$ cat config.mk
export PLATFORM = sky130hd
export DESIGN_NAME = router_pkt_tx
export DESIGN_NICKNAME = d
export VERILOG_FILES = /design/src/rtl/router_pkt_tx.sv
export SDC_FILE = /design/constraint.sdc
export NUM_CORES = 1
export LEC_CHECK = 0
export CAP_MARGIN = 30
export CORE_MARGIN = 2
export CORE_UTILIZATION = 35
export DETAILED_ROUTE_END_ITERATION = 12
export PLACE_DENSITY_LB_ADDON = 0.05
export SYNTH_ARGS = -nofsm -noshare
export SYNTH_HDL_FRONTEND = slang
export SYNTH_SLANG_ARGS = --single-unit
$ cat constraint.sdc
create_clock -name clock -period 2.4 [get_ports clock]
set_input_delay 0.24 -clock clock [delete_from_list [all_inputs] [get_ports clock]]
set_output_delay 0.24 -clock clock [all_outputs]
set_load 0.01 [all_outputs]
$ cat src/rtl/router_pkt_tx.sv
// Buffers one packet's payload, then sends header, payload and an XOR parity byte to the router, holding the byte while busy.
// Build option ROUTER_PKT_TX_ERR_INJ_EN: packets latched with err_inj=1 send parity with bit 0 inverted.
module router_pkt_tx (
  input  logic       clock,
  input  logic       resetn,
  input  logic       start,
  input  logic [1:0] addr,
  input  logic [5:0] payload_len,
  input  logic       err_inj,
  input  logic [7:0] pl_data,
  input  logic       pl_valid,
  output logic       pl_ready,
  input  logic       busy,
  output logic       pkt_valid,
  output logic [7:0] data_out,
  output logic       tx_active,
  output logic       done,
  output logic       bad_req
);

  localparam logic [2:0] IDLE = 3'd0;
  localparam logic [2:0] LOAD = 3'd1;
  localparam logic [2:0] HDR  = 3'd2;
  localparam logic [2:0] PAY  = 3'd3;
  localparam logic [2:0] PAR  = 3'd4;

  logic [2:0] state;
  logic [1:0] addr_q;
  logic [5:0] len_q;
  logic [5:0] wr_cnt;
  logic [5:0] rd_cnt;
  logic [7:0] acc;
  logic [7:0] mem [64];
  logic [7:0] hdr;
  logic [7:0] par_byte;
  logic [5:0] last_idx;

  assign hdr      = {len_q, addr_q};
  assign last_idx = len_q - 6'd1;

`ifdef ROUTER_PKT_TX_ERR_INJ_EN
  logic err_q;
  assign par_byte = acc ^ {7'd0, err_q};
`else
  logic unused_err;
  assign unused_err = err_inj;
  assign par_byte   = acc;
`endif

  always_ff @(posedge clock or negedge resetn) begin
    if (!resetn) begin
      state   <= IDLE;
      addr_q  <= 2'd0;
      len_q   <= 6'd0;
      wr_cnt  <= 6'd0;
      rd_cnt  <= 6'd0;
      acc     <= 8'd0;
      done    <= 1'b0;
      bad_req <= 1'b0;
`ifdef ROUTER_PKT_TX_ERR_INJ_EN
      err_q   <= 1'b0;
`endif
    end else begin
      done    <= 1'b0;
      bad_req <= 1'b0;
      case (state)
        IDLE: begin
          if (start) begin
            if (addr == 2'd3 || payload_len == 6'd0) begin
              bad_req <= 1'b1;
            end else begin
              addr_q <= addr;
              len_q  <= payload_len;
              acc    <= 8'd0;
              wr_cnt <= 6'd0;
              rd_cnt <= 6'd0;
`ifdef ROUTER_PKT_TX_ERR_INJ_EN
              err_q  <= err_inj;
`endif
              state  <= LOAD;
            end
          end
        end
        LOAD: begin
          if (pl_valid) begin
            acc    <= acc ^ pl_data;
            wr_cnt <= wr_cnt + 6'd1;
            if (wr_cnt == last_idx) state <= HDR;
          end
        end
        HDR: begin
          if (!busy) begin
            acc   <= acc ^ hdr;
            state <= PAY;
          end
        end
        PAY: begin
          if (!busy) begin
            rd_cnt <= rd_cnt + 6'd1;
            if (rd_cnt == last_idx) state <= PAR;
          end
        end
        PAR: begin
          if (!busy) begin
            done  <= 1'b1;
            state <= IDLE;
          end
        end
        default: state <= IDLE;
      endcase
    end
  end

  // Payload storage is never reset; a new packet always overwrites before reading.
  always_ff @(posedge clock) begin
    if (state == LOAD && pl_valid) mem[wr_cnt] <= pl_data;
  end

  // Outputs decode from registered state only, so busy never reaches them combinationally.
  always_comb begin
    data_out = 8'd0;
    case (state)
      HDR:     data_out = hdr;
      PAY:     data_out = mem[rd_cnt];
      PAR:     data_out = par_byte;
      default: data_out = 8'd0;
    endcase
  end

  assign pkt_valid = (state == HDR) || (state == PAY);
  assign pl_ready  = (state == LOAD);
  assign tx_active = (state != IDLE);

endmodule

==> results.txt, run 1 <==
Outcome = finished, violations left
Failing checks = negative setup slack
Number of synthesized flops with an enable pin = 512
Adder-Cell Fraction of Synth Area = 0.170%
Die height = 255 microns
Skew final = 0.0217 ns
# DRC = 0
Peak VDD IR = 0.000535 V
Gr usage total = 19.9%
Fraction of registers with async set or reset after synthesis = 6.06%
FP Rows = 91
Clock sinks = 545
Period utilization = 141%
Max Slew Vio Count = 0
Starting Density = 35.6%
Initial DRT Pass Iterations = 5
I/O Pins = 35
Core Footprint = 61,900 sq um
# fillers = 5,492
Slowest cell delay on critical path = 0.55 ns
#FFs+latches synth = 545
Leak Pwr = 9.26 nW
# nets final = 1,517
Hold Crit Class = in -> reg
Clock transition at the registers of the reported paths = 0.06 ns
Area post-placement = 25,000 sq um
Most used cell, CP = buf_12
Post-synthesis simple-gate area fraction = 4.58%
Die W = 255 microns
Fin. Hold Viols = 0
Die Area = 65,000 sq um
Max FO, Critical Path = 7
Antenna Nets Post-Route = 0
Final TNS setup = -7.61 ns
RD Place Congestion = 0.813
Number of global-route vias before repair = 12,700
Synth Net Count = 1,234
Synth Flop Type = edfxtp_1
Synth Cell Area = 22,000 sq um
Worst slew pin tran = 0.897 ns
Most frequent cell after synthesis = edfxtp_1
First-pass GRT wire length = 91,400 microns
Top area cells in the synthesized netlist = edfxtp_1, mux4_2, mux2i_1
Post-synthesis mux area share = 14.4%
Detailed Route WL = 63,000 microns
Largest family of logic cells by synthesized area = multiplexers
DP HPWL = 42,500 microns
Cells after Synth = 1,209
CTS HTree Levels = 2
MaxCap Viol Count = 0
RSZ-0062 raised after global routing = true
Later-pin clock latency in the skew report = 0.63 ns
Area Overhead vs Synth = 25.7%
Critical Path Source Type = flip-flop
F_max = 0.295 GHz
Critical path class = reg -> out
Worst Path Arrival = 3.15 ns
Pin count of the biggest net entering global routing = 41
Final worst slack = -0.986 ns
Worst EP required = 2.16 ns
Post-synth top cells = edfxtp_1, nor2_1, mux2i_1
TritonCTS buffer count = 59
WHS = 0.0730 ns
Power Dens Cells = 995 nW/um^2
DP Worst Slack = -1.01 ns
Rel. slew slack = 40.2%
Crit end category = primary output
Root buf cell = clkbuf_16
Worst path cell trace = buf_4 > buf_12 > buf_12 > mux4_2 > mux2_4 > o221ai_4 > a21oi_2 > or3_4 > buf_6
Via/cell ratio = 5.12
Synth unique cells = 50
Final setup vio count = 8
Cell at the slowest stage of the critical path = dfrtp_4
Routed vias = 12,200
Grt total ovfl = 0
Synth Area in Compound Gates = 4.35%
XOR/XNOR share of the synthesized area = 1.08%
Iter 0 DRT Violations = 896
Clk buf depth = 3
Yosys Warn Count = 0
Antenna violations before repair = 1
Synthesized area per cell = 18.2 sq um
Seq/Total Area, Yosys = 73.5%
Fin crit period = 3.39 ns
CTS tree = built
Finished Cell Area = 27,700 sq um
Ratio of cells with drive above 1 in the final layout = 36.2%
Synth area leader = edfxtp_1
Post-synth top area share = 69.8%
Routed wire length per instance = 26.5 microns
Port-buffer cells = 33
Antenna cells = 0
placed cells by master, fill, tap and decap left out, types with 11 or more instances in the layout:
cell type / n
buf_4: 226
buf_6: 14
nand2_1: 23
a21oi_1: 12
mux4_2: 86
mux2_2: 20
edfxtp_1: 512
a221oi_1: 21
clkinv_1: 14
clkbuf_16: 59
nor2_1: 105
or3_1: 11
buf_12: 22
mux2i_1: 90
nor2b_1: 14
clkdlybuf4s50_1: 15
dfrtp_1: 30
a221oi_2: 14
clkinv_2: 12
xnor2_1: 11
o21ai_0: 16
a22oi_1: 22
buf_2: 13
per-layer routing:
layer	vias to the layer above	routed length, microns	GRT usage, %
li1	5438	-	-
met1	6407	29800	28.8
met2	267	29400	31.9
met3	74	2660	2.73
met4	0	1180	5.03
met5	-	0	0
worst max-delay path, delay by kind of cell, from the launching register on:
kind	cells	cell delay, ns
multiplexers	2	0.73
AND/OR/NAND/NOR	1	0.41
buffers and inverters	4	0.58
AO/OA/AOI/OAI	2	0.25
flip-flops	1	0.55
final timing paths:
check                              end  cells past startpoint  slack (ns)  startpoint
setup / recovery           data_out[4]                      9       -0.99   rd_cnt[0]
hold / removal              mem[17][3]                      1        0.07  pl_data[3]
setup reg to reg             mem[6][1]                      9        0.13    state[2]
hold reg to reg              addr_q[0]                      1        0.56   addr_q[0]
max in group asynchronous    rd_cnt[2]                      2        1.45      resetn
min in group asynchronous      bad_req                      2        0.28      resetn
registers in the layout, indices dropped and copies added, names as in the netlist:
register and count:
addr_q 2, mem 512, done 1, state 3, len_q 6, wr_cnt 6
acc 8, rd_cnt 6, bad_req 1
area by class of cell:
| type | instances | area [sq um] | share of cell area, % |
|---|---|---|---|
| clock buffers | 69 | 1510 | 5.47 |
| clock inverters | 41 | 389 | 1.41 |
| inverters | 5 | 18.8 | 0.0678 |
| multi-input cells | 584 | 5870 | 21.2 |
| flip-flops and latches | 545 | 16200 | 58.6 |
| well taps | 837 | 1050 | 3.78 |
| repair buffers | 297 | 2640 | 9.54 |
report_power, final:
part	total, mW	internal, mW	leakage (nW)	switching (mW)
Clock	8.97	5.25	0.929	3.72
Combinational	7.63	3.80	3.31	3.83
Sequential	11.0	10.7	5.02	0.277
Total	27.6	19.7	9.26	7.82
what timing repair did:
action                                 in CTS  in global routing
gates resized for setup                   111                 44
endpoints found under the hold margin      33                  0
buffers inserted                           16                 14
setup endpoints to repair                  13                454
cloned                                      4                  0
hold buffers                                1                  0
pin swaps                                  25                 19
metrics by stage:
stage	utilization, %	cells	total power [mW]
after global placement	40.3	2243	17.8
after CTS	44.3	2369	27.7
after detailed placement	40.3	2243	17.8
final	44.7	2378	27.6
after global routing	44.7	2378	28.7
after floorplan	-	1209	14.9
cells by family (layout without fill, tap and decap cells):
group	after synthesis	after routing
AND/OR/NAND/NOR	218	218
AO/OA/AOI/OAI	134	134
multiplexers	205	205
buffers and inverters	80	412
XOR/XNOR	24	24
adder cells (fa/ha/maj)	3	3
flip-flops	545	545
Power figures use the tool's default switching activity.
==> inputs of run 2 (changes only) <==
--- a/config.mk
+++ b/config.mk
@@ -5,11 +5,13 @@
 export SDC_FILE = /design/constraint.sdc
 export NUM_CORES = 1
 export LEC_CHECK = 0
+export ABC_CLOCK_PERIOD_IN_PS = 2400
 export CAP_MARGIN = 30
 export CORE_MARGIN = 2
 export CORE_UTILIZATION = 35
 export DETAILED_ROUTE_END_ITERATION = 12
 export PLACE_DENSITY_LB_ADDON = 0.05
+export REMOVE_ABC_BUFFERS = 1
 export SYNTH_ARGS = -nofsm -noshare
 export SYNTH_HDL_FRONTEND = slang
 export SYNTH_SLANG_ARGS = --single-unit
==> results.txt, run 2 (same netlist as run 1, synthesis figures left out) <==
Clk pwr share = 33.8% (+1.2 points)
Seq pwr share = 39.5% (-0.2 points)
Antenna violations before repair = 0 (-1)
DP HPWL = 41,400 microns (-2.8%)
Port-buffer cells = 33 (unchanged)
# DRC = 0 (unchanged)
RD Place Congestion = 0.787 (-3.3%)
P_sw = 7.68 mW (-1.9%)
Pin count of the biggest net entering global routing = 52 (+27%)
Fin crit period = 3.40 ns (+0.0172 ns)
Die height = 255 microns (unchanged)
Biggest regs = mem (512), acc (8)
Worst Path Arrival = 3.16 ns (about the same)
Worst slew pin tran = 0.662 ns (-0.235 ns)
Power Dens Cells = 1000 nW/um^2 (+0.80%)
Via/cell ratio = 5.09 (-0.64%)
Number of global-route vias before repair = 12,500 (-1.3%)
Critical Path Source Type = flip-flop
TritonCTS buffer count = 59 (unchanged)
Clock transition at the registers of the reported paths = 0.06 ns (about the same)
Outcome = finished, violations left
Worst EP required = 2.16 ns (about the same)
MaxCap Viol Count = 0 (unchanged)
Later-pin clock latency in the skew report = 0.63 ns (about the same)
CTS HTree Levels = 2 (unchanged)
Failing checks = negative setup slack
WHS = 0.0491 ns (-0.0239 ns)
Root buf cell = clkbuf_16
Largest Register = mem
RSZ-0062 raised after global routing = true
F_max = 0.294 GHz (-0.50%)
Iter 0 DRT Violations = 870 (-2.9%)
CTS tree = built
Leak Pwr = 9.21 nW (-0.57%)
First-pass GRT wire length = 89,000 microns (-2.7%)
Grt total ovfl = 0 (unchanged)
Detailed Route WL = 61,700 microns (-2.1%)
Skew final = 0.0163 ns (-0.00546 ns)
Max Slew Vio Count = 0 (unchanged)
Commonest non-fill, non-tap cell in the layout = edfxtp_1
Final setup vio count = 8 (unchanged)
Area Overhead vs Synth = 25.6% (about the same)
Hold Crit Class = in -> reg
Crit end category = primary output
Fin. Hold Viols = 0 (unchanged)
Die W = 255 microns (unchanged)
Max FO, Critical Path = 8 (+1)
Combinational power share = 26.7% (-1.0 points)
Clock sinks = 545 (unchanged)
Period utilization = 142% (+0.71 points)
Final worst slack = -1.00 ns (-0.0172 ns)
Routed wire length per instance = 26.3 microns (-0.77%)
Internal Power = 20.1 mW (+1.7%)
Max reg flops = 512 (unchanged)
FP Rows = 91 (unchanged)
Core Footprint = 61,900 sq um (unchanged)
Critical path class = reg -> out
Total Power = 27.8 mW (+0.72%)
Sw Ratio = 27.7% (-0.73 points)
Antenna cells = 0 (unchanged)
Antenna Nets Post-Route = 0 (unchanged)
Clk buf depth = 3 (unchanged)
Commonest cells after routing, fill and taps aside = edfxtp_1, buf_4, nor2_1
Gr usage total = 19.4% (-0.52 points)
# nets final = 1,486 (-2.0%)
Initial DRT Pass Iterations = 5 (unchanged)
Finished Cell Area = 27,700 sq um (about the same)
Peak VDD IR = 0.000563 V (+5.2%)
Routed vias = 11,900 (-2.0%)
Die Area = 65,000 sq um (unchanged)
Rel. slew slack = 55.8% (+16 points)
I/O Pins = 35 (unchanged)
# fillers = 5,543 (+0.93%)
Ratio of cells with drive above 1 in the final layout = 34.9% (-1.3 points)
Area post-placement = 24,700 sq um (-1.0%)
Starting Density = 35.6% (unchanged)
## run 2: stage by stage
| step | util [%] | setup TNS, ns | cells | setup WS (ns) |
|---|---|---|---|---|
| 2_1_floorplan | - | -84.95 | 1134 | -5.48 |
| 3_5_place_dp | 39.9 | -7.39 | 2207 | -0.996 |
| 6_report | 44.7 | -7.50 | 2346 | -1.00 |
| 5_1_grt | 44.7 | -8.28 | 2346 | -1.11 |
| 3_3_place_gp | 39.9 | -7.73 | 2207 | -1.02 |
| 4_1_cts | 44.1 | -8.07 | 2338 | -1.09 |
## run 2: power groups by stage
stage,Clock (mW),Sequential [mW],Combinational (mW)
finish,9.39,11.0,7.40
global route,10.0,11.0,7.89
CTS,9.63,10.9,7.14
detailed placement,0,11.1,6.28
global placement,0,11.1,6.29
floorplan,0,11.4,2.61
## run 2: path summary, 6_finish.rpt
path	start	endpoint	slack, ns	cells after the start
min in group asynchronous	resetn	state[2]	0.11	2
min reg2reg	acc[4]	acc[4]	0.56	2
max	rd_cnt[0]	data_out[1]	-1.00	11
min	pl_data[0]	mem[8][0]	0.05	1
max in group asynchronous	resetn	acc[0]	1.75	3
max reg2reg	state[2]	mem[63][5]	0.09	9
## run 2: repair_timing
item	in CTS	in global routing
buffers inserted	17	8
pin swaps	26	23
hold endpoints to repair	33	0
gates cloned	4	1
setup endpoints to repair	10	496
gates resized for setup	106	58
hold buffers	1	0
## run 2: metal layers
layer | wire, microns | part of all wire [%] | vias to the layer above | GRT usage [%]
met2 | 28700 | 46 | 229 | 30.8
met4 | 1640 | 2.7 | 0 | 5.80
met1 | 29100 | 47 | 6269 | 27.7
met5 | 0 | 0 | - | 0
li1 | - | - | 5362 | -
met3 | 2300 | 3.7 | 85 | 3.14
## run 2: critical path, cell delays in order (launching register included)
cell      delay, ns
dfrtp_4        0.51
buf_12         0.16
buf_12         0.15
buf_8          0.12
buf_6          0.11
mux4_2         0.36
nor2_4         0.04
a221oi_4       0.24
o22ai_1        0.13
or3_1          0.35
o211ai_1       0.15
buf_2          0.20
## run 2: final cells by class
cell class	count	area, sq um	area share (%)
Timing Repair Buffer	266	2550	9.20
Inverter	5	18.8	0.0678
Sequential cell	545	16200	58.6
Multi-Input combinational cell	584	5860	21.2
Clock buffer	72	1530	5.51
Tap cell	837	1050	3.79
Clock inverter	37	462	1.67
